$ cat config.mk
export PLATFORM = sky130hd
export DESIGN_NAME = seg_scan_ctrl_flat
export DESIGN_NICKNAME = d
export VERILOG_FILES = /design/src/rtl/seg_scan_ctrl_if.sv /design/src/rtl/seg_scan_ctrl.sv /design/src/flat_wrapper.sv
export SDC_FILE = /design/constraint.sdc
export NUM_CORES = 1
export LEC_CHECK = 0
export ABC_AREA = 1
export CORE_ASPECT_RATIO = 0.9
export CORE_MARGIN = 2
export CORE_UTILIZATION = 35
export DETAILED_ROUTE_END_ITERATION = 7
export PLACE_DENSITY = 0.55
export SLEW_MARGIN = 10
export SYNTH_ARGS = -nofsm -noshare
export SYNTH_HDL_FRONTEND = slang
export SYNTH_SLANG_ARGS = --single-unit
$ cat constraint.sdc
create_clock -name clk -period 4.5 [get_ports clk]
set_clock_uncertainty 0.15 [all_clocks]
set_input_delay 0.9 -clock clk [delete_from_list [all_inputs] [get_ports clk]]
set_output_delay 0.9 -clock clk [all_outputs]
set_load 0.1 [all_outputs]
$ cat src/rtl/seg_scan_ctrl_if.sv
// Bundle for seg_scan_ctrl: number sources in, display pins, status and debug taps out.
// The debug taps expose FSM state, side select and both BCD banks for checkers.
interface seg_scan_ctrl_if;
  logic [7:0] num_left;
  logic [7:0] num_right;
  logic [7:0] DIG;
  logic [7:0] Y;
  logic       busy;
  logic       upd;
  logic [1:0] dbg_state;
  logic       dbg_sel;
  logic [9:0] dbg_bank_left;
  logic [9:0] dbg_bank_right;

  modport master (
    output num_left, num_right,
    input  DIG, Y, busy, upd, dbg_state, dbg_sel, dbg_bank_left, dbg_bank_right
  );

  modport slave (
    input  num_left, num_right,
    output DIG, Y, busy, upd, dbg_state, dbg_sel, dbg_bank_left, dbg_bank_right
  );
endinterface

$ cat src/rtl/seg_scan_ctrl.sv
// 8-digit 7-segment scheduler: one shared shift-add-3 BCD converter alternating sides,
// per-side BCD banks, prescaled digit scan. Define SEG_LZB_EN for leading-zero blanking.
module seg_scan_ctrl #(
  parameter int SCAN_DIV = 50000,
  parameter int DIV_W    = 16
) (
  input  logic           clk,
  input  logic           rst,
  seg_scan_ctrl_if.slave bus
);

  typedef enum logic [1:0] {
    IDLE  = 2'd0,
    LOAD  = 2'd1,
    SHIFT = 2'd2,
    STORE = 2'd3
  } state_t;

  localparam logic [DIV_W-1:0] TERM = DIV_W'(SCAN_DIV - 1);

`ifdef SEG_LZB_EN
  localparam bit LZB = 1'b1;
`else
  localparam bit LZB = 1'b0;
`endif

  state_t      state;
  logic        sel;
  logic [17:0] sr;
  logic [2:0]  sh_cnt;
  logic [9:0]  bank_left;
  logic [9:0]  bank_right;
  logic        busy_q;
  logic        upd_q;

  logic [DIV_W-1:0] pre_cnt;
  logic [2:0]       idx;
  logic [7:0]       dig_q;
  logic [7:0]       y_q;

  logic [9:0] cur_bank;
  logic [3:0] cur_digit;
  logic       cur_blank;
  logic [7:0] seg_next;

  // One double-dabble step: correct both BCD nibbles that will overflow, then shift.
  function automatic logic [17:0] dabble_step(input logic [17:0] v);
    logic [17:0] t;
    t = v;
    if (t[11:8] >= 4'd5)  t[11:8]  = t[11:8] + 4'd3;
    if (t[15:12] >= 4'd5) t[15:12] = t[15:12] + 4'd3;
    return {t[16:0], 1'b0};
  endfunction

  function automatic logic [7:0] seg_decode(input logic [3:0] d);
    logic [7:0] s;
    case (d)
      4'd0:    s = 8'hC0;
      4'd1:    s = 8'hF9;
      4'd2:    s = 8'hA4;
      4'd3:    s = 8'hB0;
      4'd4:    s = 8'h99;
      4'd5:    s = 8'h92;
      4'd6:    s = 8'h82;
      4'd7:    s = 8'hF8;
      4'd8:    s = 8'h80;
      4'd9:    s = 8'h90;
      default: s = 8'hC0;
    endcase
    return s;
  endfunction

  // Converter: IDLE -> LOAD -> SHIFT x8 -> STORE, alternating sides every pass.
  always_ff @(posedge clk) begin
    if (rst) begin
      state      <= IDLE;
      sel        <= 1'b0;
      sr         <= '0;
      sh_cnt     <= '0;
      bank_left  <= '0;
      bank_right <= '0;
      busy_q     <= 1'b0;
      upd_q      <= 1'b0;
    end else begin
      case (state)
        IDLE: begin
          state  <= LOAD;
          busy_q <= 1'b1;
        end
        LOAD: begin
          sr     <= {10'b0, (sel ? bus.num_left : bus.num_right)};
          sh_cnt <= '0;
          state  <= SHIFT;
        end
        SHIFT: begin
          sr     <= dabble_step(sr);
          sh_cnt <= sh_cnt + 3'd1;
          if (sh_cnt == 3'd7) begin
            state <= STORE;
            upd_q <= 1'b1;
          end
        end
        STORE: begin
          if (sel) bank_left  <= sr[17:8];
          else     bank_right <= sr[17:8];
          sel    <= ~sel;
          upd_q  <= 1'b0;
          busy_q <= 1'b0;
          state  <= IDLE;
        end
        default: state <= IDLE;
      endcase
    end
  end

  // Bank layout is {hun[1:0], ten[3:0], one[3:0]}; idx[2] picks the left side.
  always_comb begin
    cur_bank  = idx[2] ? bank_left : bank_right;
    cur_digit = 4'd0;
    cur_blank = 1'b0;
    case (idx[1:0])
      2'd0: cur_digit = cur_bank[3:0];
      2'd1: begin
        cur_digit = cur_bank[7:4];
        cur_blank = LZB && (cur_bank[9:8] == 2'd0) && (cur_bank[7:4] == 4'd0);
      end
      2'd2: begin
        cur_digit = {2'b00, cur_bank[9:8]};
        cur_blank = LZB && (cur_bank[9:8] == 2'd0);
      end
      default: cur_blank = 1'b1;
    endcase
    seg_next = cur_blank ? 8'hFF : seg_decode(cur_digit);
  end

  // DIG and Y are registered together from the same index, so only one digit is ever low.
  always_ff @(posedge clk) begin
    if (rst) begin
      pre_cnt <= '0;
      idx     <= '0;
      dig_q   <= 8'hFF;
      y_q     <= 8'hFF;
    end else begin
      if (pre_cnt == TERM) begin
        pre_cnt <= '0;
        idx     <= idx + 3'd1;
      end else begin
        pre_cnt <= pre_cnt + 1'b1;
      end
      dig_q <= ~(8'b1 << idx);
      y_q   <= seg_next;
    end
  end

  assign bus.DIG            = dig_q;
  assign bus.Y              = y_q;
  assign bus.busy           = busy_q;
  assign bus.upd            = upd_q;
  assign bus.dbg_state      = state;
  assign bus.dbg_sel        = sel;
  assign bus.dbg_bank_left  = bank_left;
  assign bus.dbg_bank_right = bank_right;

endmodule
$ cat src/flat_wrapper.sv
// flat-port wrapper written by rule: the top's interface ports become plain ports
module seg_scan_ctrl_flat 
#(
  parameter int SCAN_DIV = 50000,
  parameter int DIV_W    = 16
)
  (clk, rst, bus_num_left, bus_num_right, bus_DIG, bus_Y, bus_busy, bus_upd, bus_dbg_state, bus_dbg_sel, bus_dbg_bank_left, bus_dbg_bank_right);
  seg_scan_ctrl_if bus_i ();
  input  logic clk;
  input  logic rst;
  input wire logic [$bits(bus_i.num_left)-1:0] bus_num_left;
  input wire logic [$bits(bus_i.num_right)-1:0] bus_num_right;
  output wire logic [$bits(bus_i.DIG)-1:0] bus_DIG;
  output wire logic [$bits(bus_i.Y)-1:0] bus_Y;
  output wire logic [$bits(bus_i.busy)-1:0] bus_busy;
  output wire logic [$bits(bus_i.upd)-1:0] bus_upd;
  output wire logic [$bits(bus_i.dbg_state)-1:0] bus_dbg_state;
  output wire logic [$bits(bus_i.dbg_sel)-1:0] bus_dbg_sel;
  output wire logic [$bits(bus_i.dbg_bank_left)-1:0] bus_dbg_bank_left;
  output wire logic [$bits(bus_i.dbg_bank_right)-1:0] bus_dbg_bank_right;
  assign bus_i.num_left = bus_num_left;
  assign bus_i.num_right = bus_num_right;
  assign bus_DIG = bus_i.DIG;
  assign bus_Y = bus_i.Y;
  assign bus_busy = bus_i.busy;
  assign bus_upd = bus_i.upd;
  assign bus_dbg_state = bus_i.dbg_state;
  assign bus_dbg_sel = bus_i.dbg_sel;
  assign bus_dbg_bank_left = bus_i.dbg_bank_left;
  assign bus_dbg_bank_right = bus_i.dbg_bank_right;
  seg_scan_ctrl #(.SCAN_DIV(SCAN_DIV), .DIV_W(DIV_W)) u_core (.clk(clk), .rst(rst), .bus(bus_i));
endmodule
==> results.yml, run 1 <==
grt:
  grt_start_max_net_pins: 36
  grt-ovfl-total: 0
  grt_pass1_vias: 3003
  grt_antenna_before_repair: 0
  grt_usage_pct: 15.44
  grt_first_pass_wirelength_um: 14040
critical_path:
  r2r_slack_ns: 2.15
  reg2reg_from: "u_core.bus.dbg_state[1]$_SDFFE_PP0P_"
  path_cells: "clkdlybuf4s50_1"
  ff2ff_path_depth: 7
  critPathArrivalTime_ns: 2.08
  crit_family: "buffers and inverters"
  endpoint_kind: "primary output"
  worstSetupStartpointType: "flip-flop"
  cp.buffers_inverters: 1
  r2r_end: "u_core.sr[6]$_SDFFE_PP0P_"
  slowest_delay_ns: 1.21
  cp.depth: 1
  crit_type: "reg2out"
  critPathSlowestCell: "clkdlybuf4s50_1"
  crit_fanout: 12
  cp.required_ns: 3.45
timing:
  relSlewSlack_pct: 34.47
  whs_ns: 0.3081
  min_period_ns: 3.132
  drv_slew: 0
  finalCritPeriodShare_pct: 69.59
  report.final.hold_viol_count: 0
  max_slew.worst_pin.slew_ns: 0.9799
  clock.fmax_mhz: 319.3
  setup_viol: 0
  rsz0062_at_grt: "false"
  setup_tns_ns: 0
logic_synthesis:
  synth_area_leaders: "dfxtp_1 (44%), nand2_1 (11%), a21oi_1 (7.7%)"
  syn_inst: 482
  synth_cell_type_count: 32
  ys_warn_count: 0
  syn_nets: 520
  postSynthAreaPerCell_um2: 7.580
  synth_top_area_share_pct: 43.84
  ys_seq_elements: 80
  ys_seq_area_share_pct: 43.84
  syn_area_um2: 3654
  synth_top_area_cell: "dfxtp_1"
min_path:
  worstHoldStart: "u_core.pre_cnt[0]$_SDFF_PP0_"
  whs_endpoint: "u_core.pre_cnt[0]$_SDFF_PP0_"
  hp-class: "reg2reg"
  worstHoldPathCells: 1
cts:
  clkTransAtPathRegs_ns: 0.06
  numCtsBuffers: 9
  clock_path_buffers: 2
  root_buffer: "clkbuf_16"
  post_cts_buffers: 0
  cts_hold_buf: 0
  cts_resized: 0
  cts_max_level: 3
  clock_latency_ns: 0.33
  cts_sinks: 80
  cts_tree: "yes"
power:
  p_leak_nw: 1.823
  pwr_density_cell_nw_per_um2: 540.2
  vdd_drop_max_v: 0.0003684
detailed_routing:
  via_per_inst: 4.734
  postRouteAntennaNets: 0
  dr.first_iter.drc_count: 104
  dr.pass1.iters: 4
  num_vias: 3172
  route.detailed.drc: 0
  detail_route.wl_per_cell_um: 12.65
  wl_um: 8474
die:
  die_h_um: 100.9
  dieWidth_um: 111.7
  num_rows: 35
  start_util_pct: 35.81
  core_um2: 10200
  boundaryPins: 59
  dieArea_um2: 11270
status:
  outcome: "finished clean"
placement:
  portBuffers: 57
  place.gp.congestion: 0.8024
  placed_cells: 654
  place_area_um2: 4309
  place_hpwl_um: 6146
finish:
  fin_area_um2: 4646
  antenna_cells: 0
  register_area_um2: 1602
  nets: 574
  fin_cells: 670
  drive_gt1_share_pct: 6.100
  fillers: 1022
  multi_input_area_um2: 1765
  area_delta_synth_final_pct: 27.16
run:
  cap_violations: 0
[cells in the final DEF (no fill, tap or decap)]
| cell type | instances |
|---|---|
| nand2_1 | 108 |
| dfxtp_1 | 80 |
| clkdlybuf4s50_1 | 57 |
| a21oi_1 | 56 |
| inv_1 | 52 |
| o21ai_0 | 49 |
| nor2_1 | 28 |
| ha_1 | 20 |
| nand3_1 | 16 |
| clkbuf_16 | 9 |
| o21a_1 | 8 |
| a31oi_1 | 7 |
| nor3_1 | 7 |
| nand2_2 | 5 |
| nand4_1 | 4 |
| xor2_1 | 4 |
| nor2_2 | 3 |
| bufinv_16 | 3 |
| nor2_4 | 2 |
| nand3_2 | 2 |
| a21oi_2 | 2 |
| or2_0 | 2 |
| a211oi_1 | 2 |
| nand3b_1 | 2 |
| o21ai_1 | 2 |
| clkinv_2 | 2 |
| clkinv_1 | 1 |
| inv_2 | 1 |
| nor3_4 | 1 |
| nand2_4 | 1 |
| and3_1 | 1 |
| conb_1 | 1 |
| clkinvlp_4 | 1 |
| clkbuf_1 | 1 |
| buf_4 | 1 |
[worst max-delay path by stage]
stage,endpoint,start,slack (ns)
CTS,bus_dbg_sel,u_core.bus.dbg_sel$_SDFFE_PP0P_,1.37
finish,bus_dbg_sel,u_core.bus.dbg_sel$_SDFFE_PP0P_,1.37
detailed placement,u_core.pre_cnt[2]$_SDFF_PP0_,rst,1.56
floorplan,u_core.sr[1]$_SDFFE_PP0P_,u_core.bus.dbg_state[0]$_SDFFE_PP0P_,2.07
global placement,u_core.pre_cnt[2]$_SDFF_PP0_,rst,1.57
global route,bus_dbg_sel,u_core.bus.dbg_sel$_SDFFE_PP0P_,1.31
[per-layer routing]
layer  up-vias  global-route usage [%]  wire length [um]
met5         -                       0                 0
met4         0                   6.363               144
met3        13                   3.488               314
met2        56                   24.48              3650
met1      1417                   20.46              4364
li1       1686                       -                 -
[per-stage QoR]
step	setup WS [ns]	total power, mW	util, %
3_5_place_dp	1.564	1.707	42.23
5_1_grt	1.308	2.626	45.53
3_3_place_gp	1.566	1.700	42.23
2_1_floorplan	2.072	1.515	-
4_1_cts	1.367	2.533	45.53
6_report	1.368	2.510	45.53
[state kept, by name, summed over array words and instances, names as in the netlist]
signal / flops
u_core.bus.Y: 7
u_core.sh_cnt: 3
u_core.bus.dbg_bank_right: 10
u_core.bus.dbg_bank_left: 10
u_core.idx: 3
u_core.sr: 18
u_core.pre_cnt: 16
u_core.bus.busy: 1
u_core.bus.DIG: 8
u_core.bus.dbg_state: 2
u_core.bus.upd: 1
u_core.bus.dbg_sel: 1
[cell families after synthesis]
logic type	share of synthesized area, %
AO/OA/AOI/OAI	18.39
XOR/XNOR	0.9588
adder cells (fa/ha/maj)	6.849
buffers and inverters	7.842
flip-flops	43.84
other	0.1026
AND/OR/NAND/NOR	22.02
[cell usage after synthesis (all sizes together)]
library cell and number:
nand2 114, dfxtp 80, a21oi 58, inv 53
o21ai 51, nor2 33, ha 20, nand3 18
buf 8, nor3 8, o21a 8, a31oi 7
clkbuf 7, nand4 4, xor2 4, a211oi 2
nand3b 2, or2 2, and3 1, clkinv 1
conb 1
[cell type report]
type / count / area share, %
Clock inverter: 6 / 2.316
Sequential cell: 80 / 34.47
Clock buffer: 10 / 4.929
Tap cell: 129 / 3.474
Multi-Input combinational cell: 333 / 38.00
Timing Repair Buffer: 58 / 12.44
Inverter: 54 / 4.363
[report_power, final]
group          internal, mW  switching, mW  total (mW)  leakage, nW
clock                 0.540          0.279       0.819        0.162
sequential            0.797         0.0599       0.857        0.651
combinational         0.216          0.617       0.833         1.01
total                  1.55          0.957        2.51         1.82
Note: power is estimated with default switching activity, not from simulation.
==> inputs of run 2 (changes only) <==
==> constraint.sdc (replaced) <==
create_clock -name clk -period 3.11 [get_ports clk]
set_clock_uncertainty 0.15 [all_clocks]
set_input_delay 0.622 -clock clk [delete_from_list [all_inputs] [get_ports clk]]
set_output_delay 0.622 -clock clk [all_outputs]
set_load 0.1 [all_outputs]
==> run 2 against run 1 <==
  * Hold slack improved by 0.0086 ns
  * Routed wire length rose by 0.17%
  * Combinational power rose by 43%
  * Sequential cell count unchanged
  * Final cell count increased by 0.45%
  * Count of clock-buffer cells in the layout rose by 3
  * Setup slack got worse by 0.43 ns
==> results.yml, run 2 (synthesized netlist as in run 1, its figures left out) <==
status:
  outcome: "finished clean"
timing:
  report.final.hold_viol_count: 0
  setup_tns_ns: 0
  max_slew.worst_pin.slew_ns: 0.5347
  finalCritPeriodShare_pct: 69.92
  rsz0062_at_grt: "false"
  relSlewSlack_pct: 64.30
  drv_slew: 0
  fin_ws_ns: 0.9355
  whs_ns: 0.3168
  clock.fmax_mhz: 459.9
  min_period_ns: 2.175
  setup_viol: 0
critical_path:
  worstSetupStartpointType: "flip-flop"
  crit_fanout: 15
  endpoint_kind: "flip-flop"
  r2r_end: "u_core.bus.Y[4]$_SDFF_PP1_"
  r2r_slack_ns: 0.94
  crit_type: "reg2reg"
  reg2reg_from: "u_core.idx[2]$_SDFFE_PP0N_"
  critPathArrivalTime_ns: 2.26
  ff2ff_path_depth: 12
  cp.required_ns: 3.19
grt:
  grt_start_max_net_pins: 25
  grt_pass1_vias: 2984
  grt_antenna_before_repair: 0
  grt_usage_pct: 15.80
  grt_first_pass_wirelength_um: 14180
  grt-ovfl-total: 0
finish:
  fin_cells: 673
  antenna_cells: 0
  register_area_um2: 1602
  largestRegisters: "u_core.sr: 18 flops, u_core.pre_cnt: 16 flops"
  multi_input_area_um2: 1765
  layout_commonest_cell: "nand2_1"
  drive_gt1_share_pct: 13.60
  mostFrequentLayoutCells: "nand2_1 (108), dfxtp_1 (80), a21oi_1 (56)"
  utilization_pct: 44.56
  fin_area_um2: 4547
  fillers: 1050
  nets: 577
  largest_reg_flops: 18
  area_delta_synth_final_pct: 24.45
  regMostFlops: "u_core.sr"
die:
  core_um2: 10200
  start_util_pct: 35.81
  die_h_um: 100.9
  num_rows: 35
  boundaryPins: 59
  dieArea_um2: 11270
  dieWidth_um: 111.7
power:
  vdd_drop_max_v: 0.0006064
  pwr_density_cell_nw_per_um2: 784.1
  power_mw: 3.565
  p_leak_nw: 1.881
placement:
  pre_cts_ws_ns: 0.9163
  place.gp.congestion: 0.8180
  place_area_um2: 4232
  portBuffers: 57
  place_hpwl_um: 6211
  placed_cells: 657
cts:
  clkTransAtPathRegs_ns: 0.06
  cts_sinks: 80
  cts_hold_buf: 0
  cts_max_level: 3
  numCtsBuffers: 9
  root_buffer: "clkbuf_16"
  post_cts_buffers: 0
  cts_tree: "yes"
  cts_resized: 0
  clock_latency_ns: 0.34
  clock_path_buffers: 2
detailed_routing:
  routed-wl-met3_um: 532
  wl_um: 8488
  route.detailed.drc: 0
  dr.first_iter.drc_count: 128
  postRouteAntennaNets: 0
  wl_met1_um: 4223
  dr_wl_met2_um: 3592
  detail_route.wl_per_cell_um: 12.61
  num_vias: 3201
  dr.pass1.iters: 5
  highest_layer: "met4"
  via_per_inst: 4.756
run:
  cap_violations: 0
min_path:
  hp-class: "reg2reg"
  whs_endpoint: "u_core.pre_cnt[0]$_SDFF_PP0_"
  worstHoldStart: "u_core.pre_cnt[0]$_SDFF_PP0_"
  worstHoldPathCells: 1
==> run 2: cell count changes in the layout (fill, tap and decap cells not counted), sizes merged <==
cell and delta:
clkbuf +3, clkdlybuf4s50 -40, buf +43, bufinv -1, clkinv -1, clkinvlp -1
==> run 2: power breakdown <==
part           internal [mW]  switching, mW  total (mW)
combinational          0.302          0.892        1.19
clock                  0.724          0.406        1.13
sequential              1.15         0.0879        1.24
==> run 2: routing by layer <==
layer  up-vias  track usage, %
li1       1689               -
met4         0           5.698
met2        71           23.82
met3        11           5.292
met5         -               0
met1      1430           21.16
==> run 2: worst max-delay path, stage by stage, from the launching register on <==
cell	delay, ns
dfxtp_1	0.65
inv_1	0.26
nand2_1	0.11
nand2_1	0.05
nand2_1	0.06
nand3_1	0.11
nand2_1	0.13
inv_1	0.07
ha_1	0.18
inv_1	0.07
nor2_1	0.05
a21oi_1	0.13
nand2_1	0.06
==> run 2: worst max-delay path by stage <==
stage                                             to  slack (ns)                                 start  cells past startpoint
after floorplan            u_core.sr[1]$_SDFFE_PP0P_        0.68  u_core.bus.dbg_state[0]$_SDFFE_PP0P_                      7
final                     u_core.bus.Y[4]$_SDFF_PP1_        0.94            u_core.idx[2]$_SDFFE_PP0N_                     12
after global routing      u_core.bus.Y[4]$_SDFF_PP1_        0.67            u_core.idx[2]$_SDFFE_PP0N_                     12
after CTS                 u_core.bus.Y[4]$_SDFF_PP1_        0.90            u_core.idx[2]$_SDFFE_PP0N_                     12
after detailed placement  u_core.bus.Y[4]$_SDFF_PP1_        0.92            u_core.idx[2]$_SDFFE_PP0N_                     12
after global placement    u_core.bus.Y[5]$_SDFF_PP1_        0.96            u_core.idx[2]$_SDFFE_PP0N_                     12
==> run 2: cell type report <==
class | instances | share of cell area, %
clock buffers | 13 | 5.504
flip-flops and latches | 80 | 35.22
well taps | 129 | 3.550
multi-input cells | 333 | 38.83
clock inverters | 3 | 1.431
repair buffers | 61 | 11.01
inverters | 54 | 4.458
==> inputs of run 3 (changes only) <==
--- a/config.mk
+++ b/config.mk
@@ -10,7 +10,7 @@
 export CORE_MARGIN = 2
 export CORE_UTILIZATION = 35
 export DETAILED_ROUTE_END_ITERATION = 7
-export PLACE_DENSITY = 0.55
+export PLACE_DENSITY = 0.57
 export SLEW_MARGIN = 10
 export SYNTH_ARGS = -nofsm -noshare
 export SYNTH_HDL_FRONTEND = slang
==> constraint.sdc (replaced) <==
create_clock -name clk -period 2 [get_ports clk]
set_clock_uncertainty 0.15 [all_clocks]
set_input_delay 0.4 -clock clk [delete_from_list [all_inputs] [get_ports clk]]
set_output_delay 0.4 -clock clk [all_outputs]
set_load 0.1 [all_outputs]
==> run 3 against run 2 <==
  * Combinational power is 86% higher
  * Critical path type unchanged
  * Setup slack got worse by 0.82 ns
  * Clock power is 58% higher
  * Sequential power up 60%
  * Via count increased by 3.4%
  * Largest cell class unchanged
  * Power increased by 68%
  * Count of clock-buffer cells in the layout stayed put
  * First-iteration DRC count increased by 13%
  * Non-clock buffer count rose by 11
  * Largest power group is now combinational cells
  * Routed wire length up 1.5%
==> results.yml, run 3 (synthesized netlist as in run 1, its figures left out) <==
finish:
  antenna_cells: 0
  fin_cells: 684
  largestRegisters: "u_core.sr: 18 flops, u_core.pre_cnt: 16 flops"
  nets: 588
  mostFrequentLayoutCells: "nand2_1 (106), dfxtp_1 (62), a21oi_1 (56)"
  largest_reg_flops: 18
  drive_gt1_share_pct: 20.36
  regMostFlops: "u_core.sr"
  area_delta_synth_final_pct: 42.19
  layout_commonest_cell: "nand2_1"
min_path:
  whs_endpoint: "u_core.pre_cnt[0]$_SDFF_PP0_"
  worstHoldStart: "u_core.pre_cnt[0]$_SDFF_PP0_"
  worstHoldPathCells: 1
  hp-class: "reg2reg"
grt:
  grt-ovfl-total: 0
  grt_usage_pct: 16.18
  grt_start_max_net_pins: 26
  grt_first_pass_wirelength_um: 14840
  grt_pass1_vias: 3129
  grt_antenna_before_repair: 0
detailed_routing:
  dr.first_iter.drc_count: 144
  wl_um: 8615
  route.detailed.drc: 0
  num_vias: 3311
  detail_route.wl_per_cell_um: 12.60
  via_per_inst: 4.841
  postRouteAntennaNets: 0
  dr.pass1.iters: 5
cts:
  cts_max_level: 3
  clock_path_buffers: 2
  cts_tree: "yes"
  clkTransAtPathRegs_ns: 0.06
  root_buffer: "clkbuf_16"
  numCtsBuffers: 9
  cts_sinks: 80
  clock_latency_ns: 0.33
placement:
  placed_cells: 667
  pre_cts_ws_ns: 0.01627
  place.gp.congestion: 0.8697
  place_hpwl_um: 6358
  portBuffers: 57
critical_path:
  worstSetupStartpointType: "flip-flop"
  crit_fanout: 4
  ff2ff_path_depth: 13
  endpoint_kind: "flip-flop"
  crit_type: "reg2reg"
  r2r_slack_ns: 0.12
  r2r_end: "u_core.bus.Y[4]$_SDFF_PP1_"
  reg2reg_from: "u_core.idx[1]$_SDFFE_PP0N_"
  critPathArrivalTime_ns: 1.95
  cp.required_ns: 2.07
die:
  die_h_um: 100.9
  num_rows: 35
  boundaryPins: 59
  dieWidth_um: 111.7
  core_um2: 10200
  dieArea_um2: 11270
  start_util_pct: 35.81
run:
  cap_violations: 0
timing:
  min_period_ns: 1.880
  report.final.hold_viol_count: 0
  drv_slew: 0
  whs_ns: 0.3021
  setup_viol: 0
  finalCritPeriodShare_pct: 93.99
  fin_ws_ns: 0.1202
  clock.fmax_mhz: 532.0
power:
  pwr_density_cell_nw_per_um2: 1153
  p_leak_nw: 2.105
  vdd_drop_max_v: 0.0006662
status:
  outcome: "finished clean"
-- run 3: cell count changes in the layout (fill, tap and decap cells not counted), moves of 4 or more --
cell / change
buf_12: +40
buf_4: -29
dfxtp_1: -18
dfxtp_2: +15
inv_1: -4
-- run 3: worst max-delay path by stage --
stage | slack [ns] | endpoint | startpoint
floorplan | 0.06 | u_core.bus.Y[6]$_SDFF_PP1_ | u_core.bus.dbg_bank_right[2]$_SDFFE_PP0P_
global placement | 0.12 | u_core.bus.Y[4]$_SDFF_PP1_ | u_core.idx[0]$_SDFFE_PP0N_
detailed placement | 0.02 | u_core.bus.Y[4]$_SDFF_PP1_ | u_core.idx[0]$_SDFFE_PP0N_
CTS | 0.002 | u_core.bus.Y[4]$_SDFF_PP1_ | u_core.idx[0]$_SDFFE_PP0N_
global route | -0.01 | u_core.bus.Y[4]$_SDFF_PP1_ | u_core.idx[1]$_SDFFE_PP0N_
finish | 0.12 | u_core.bus.Y[4]$_SDFF_PP1_ | u_core.idx[1]$_SDFFE_PP0N_
-- run 3: worst max-delay path, stage by stage (launching register included) --
cell and delay [ns]:
dfxtp_2 0.35, inv_2 0.06, ha_4 0.16, nand2_2 0.06
nor2_1 0.04, a21oi_1 0.12, nand3_1 0.14, nand2_2 0.13
inv_2 0.05, ha_2 0.16, inv_1 0.06, nor2_1 0.05
a21oi_1 0.15, nand2_1 0.07
-- run 3: where the power goes --
group          switching, mW  leakage, nW  total [mW]  internal, mW
Combinational           1.42         1.28        2.21         0.793
Clock                  0.622        0.160        1.78          1.16
Sequential             0.184        0.660        1.99          1.81
-- run 3: final cells by class --
type,instances,area [um^2]
timing repair buffer,72,1084
clock buffer,13,260.3
inverter,54,205.2
clock inverter,3,65.06
sequential,80,1632
fill,938,5009
multi-input combinational,333,1788
tap,129,161.4
-- run 3: metrics by stage --
stage	total power, mW	setup TNS, ns	utilization [%]	cell area (um^2)
4_1_cts	6.018	0	50.53	5156
3_3_place_gp	4.220	0	47.35	4831
6_report	5.989	0	50.91	5195
3_5_place_dp	4.243	0	47.35	4831
2_1_floorplan	3.427	0	-	3677
5_1_grt	6.285	-0.01447	50.91	5195
-- run 3: what timing repair did --
action,in CTS,in global routing
setup buffers,0,1
endpoints found under the hold margin,0,0
resized for setup,0,15
hold buffers,0,0
setup endpoints to repair,0,7
-- run 3: layer usage --
layer / wire length, um / global-route usage [%]
met4: 240 / 8.452
met5: 0 / 0
met2: 3854 / 25.22
met3: 332 / 2.526
met1: 4188 / 21.77
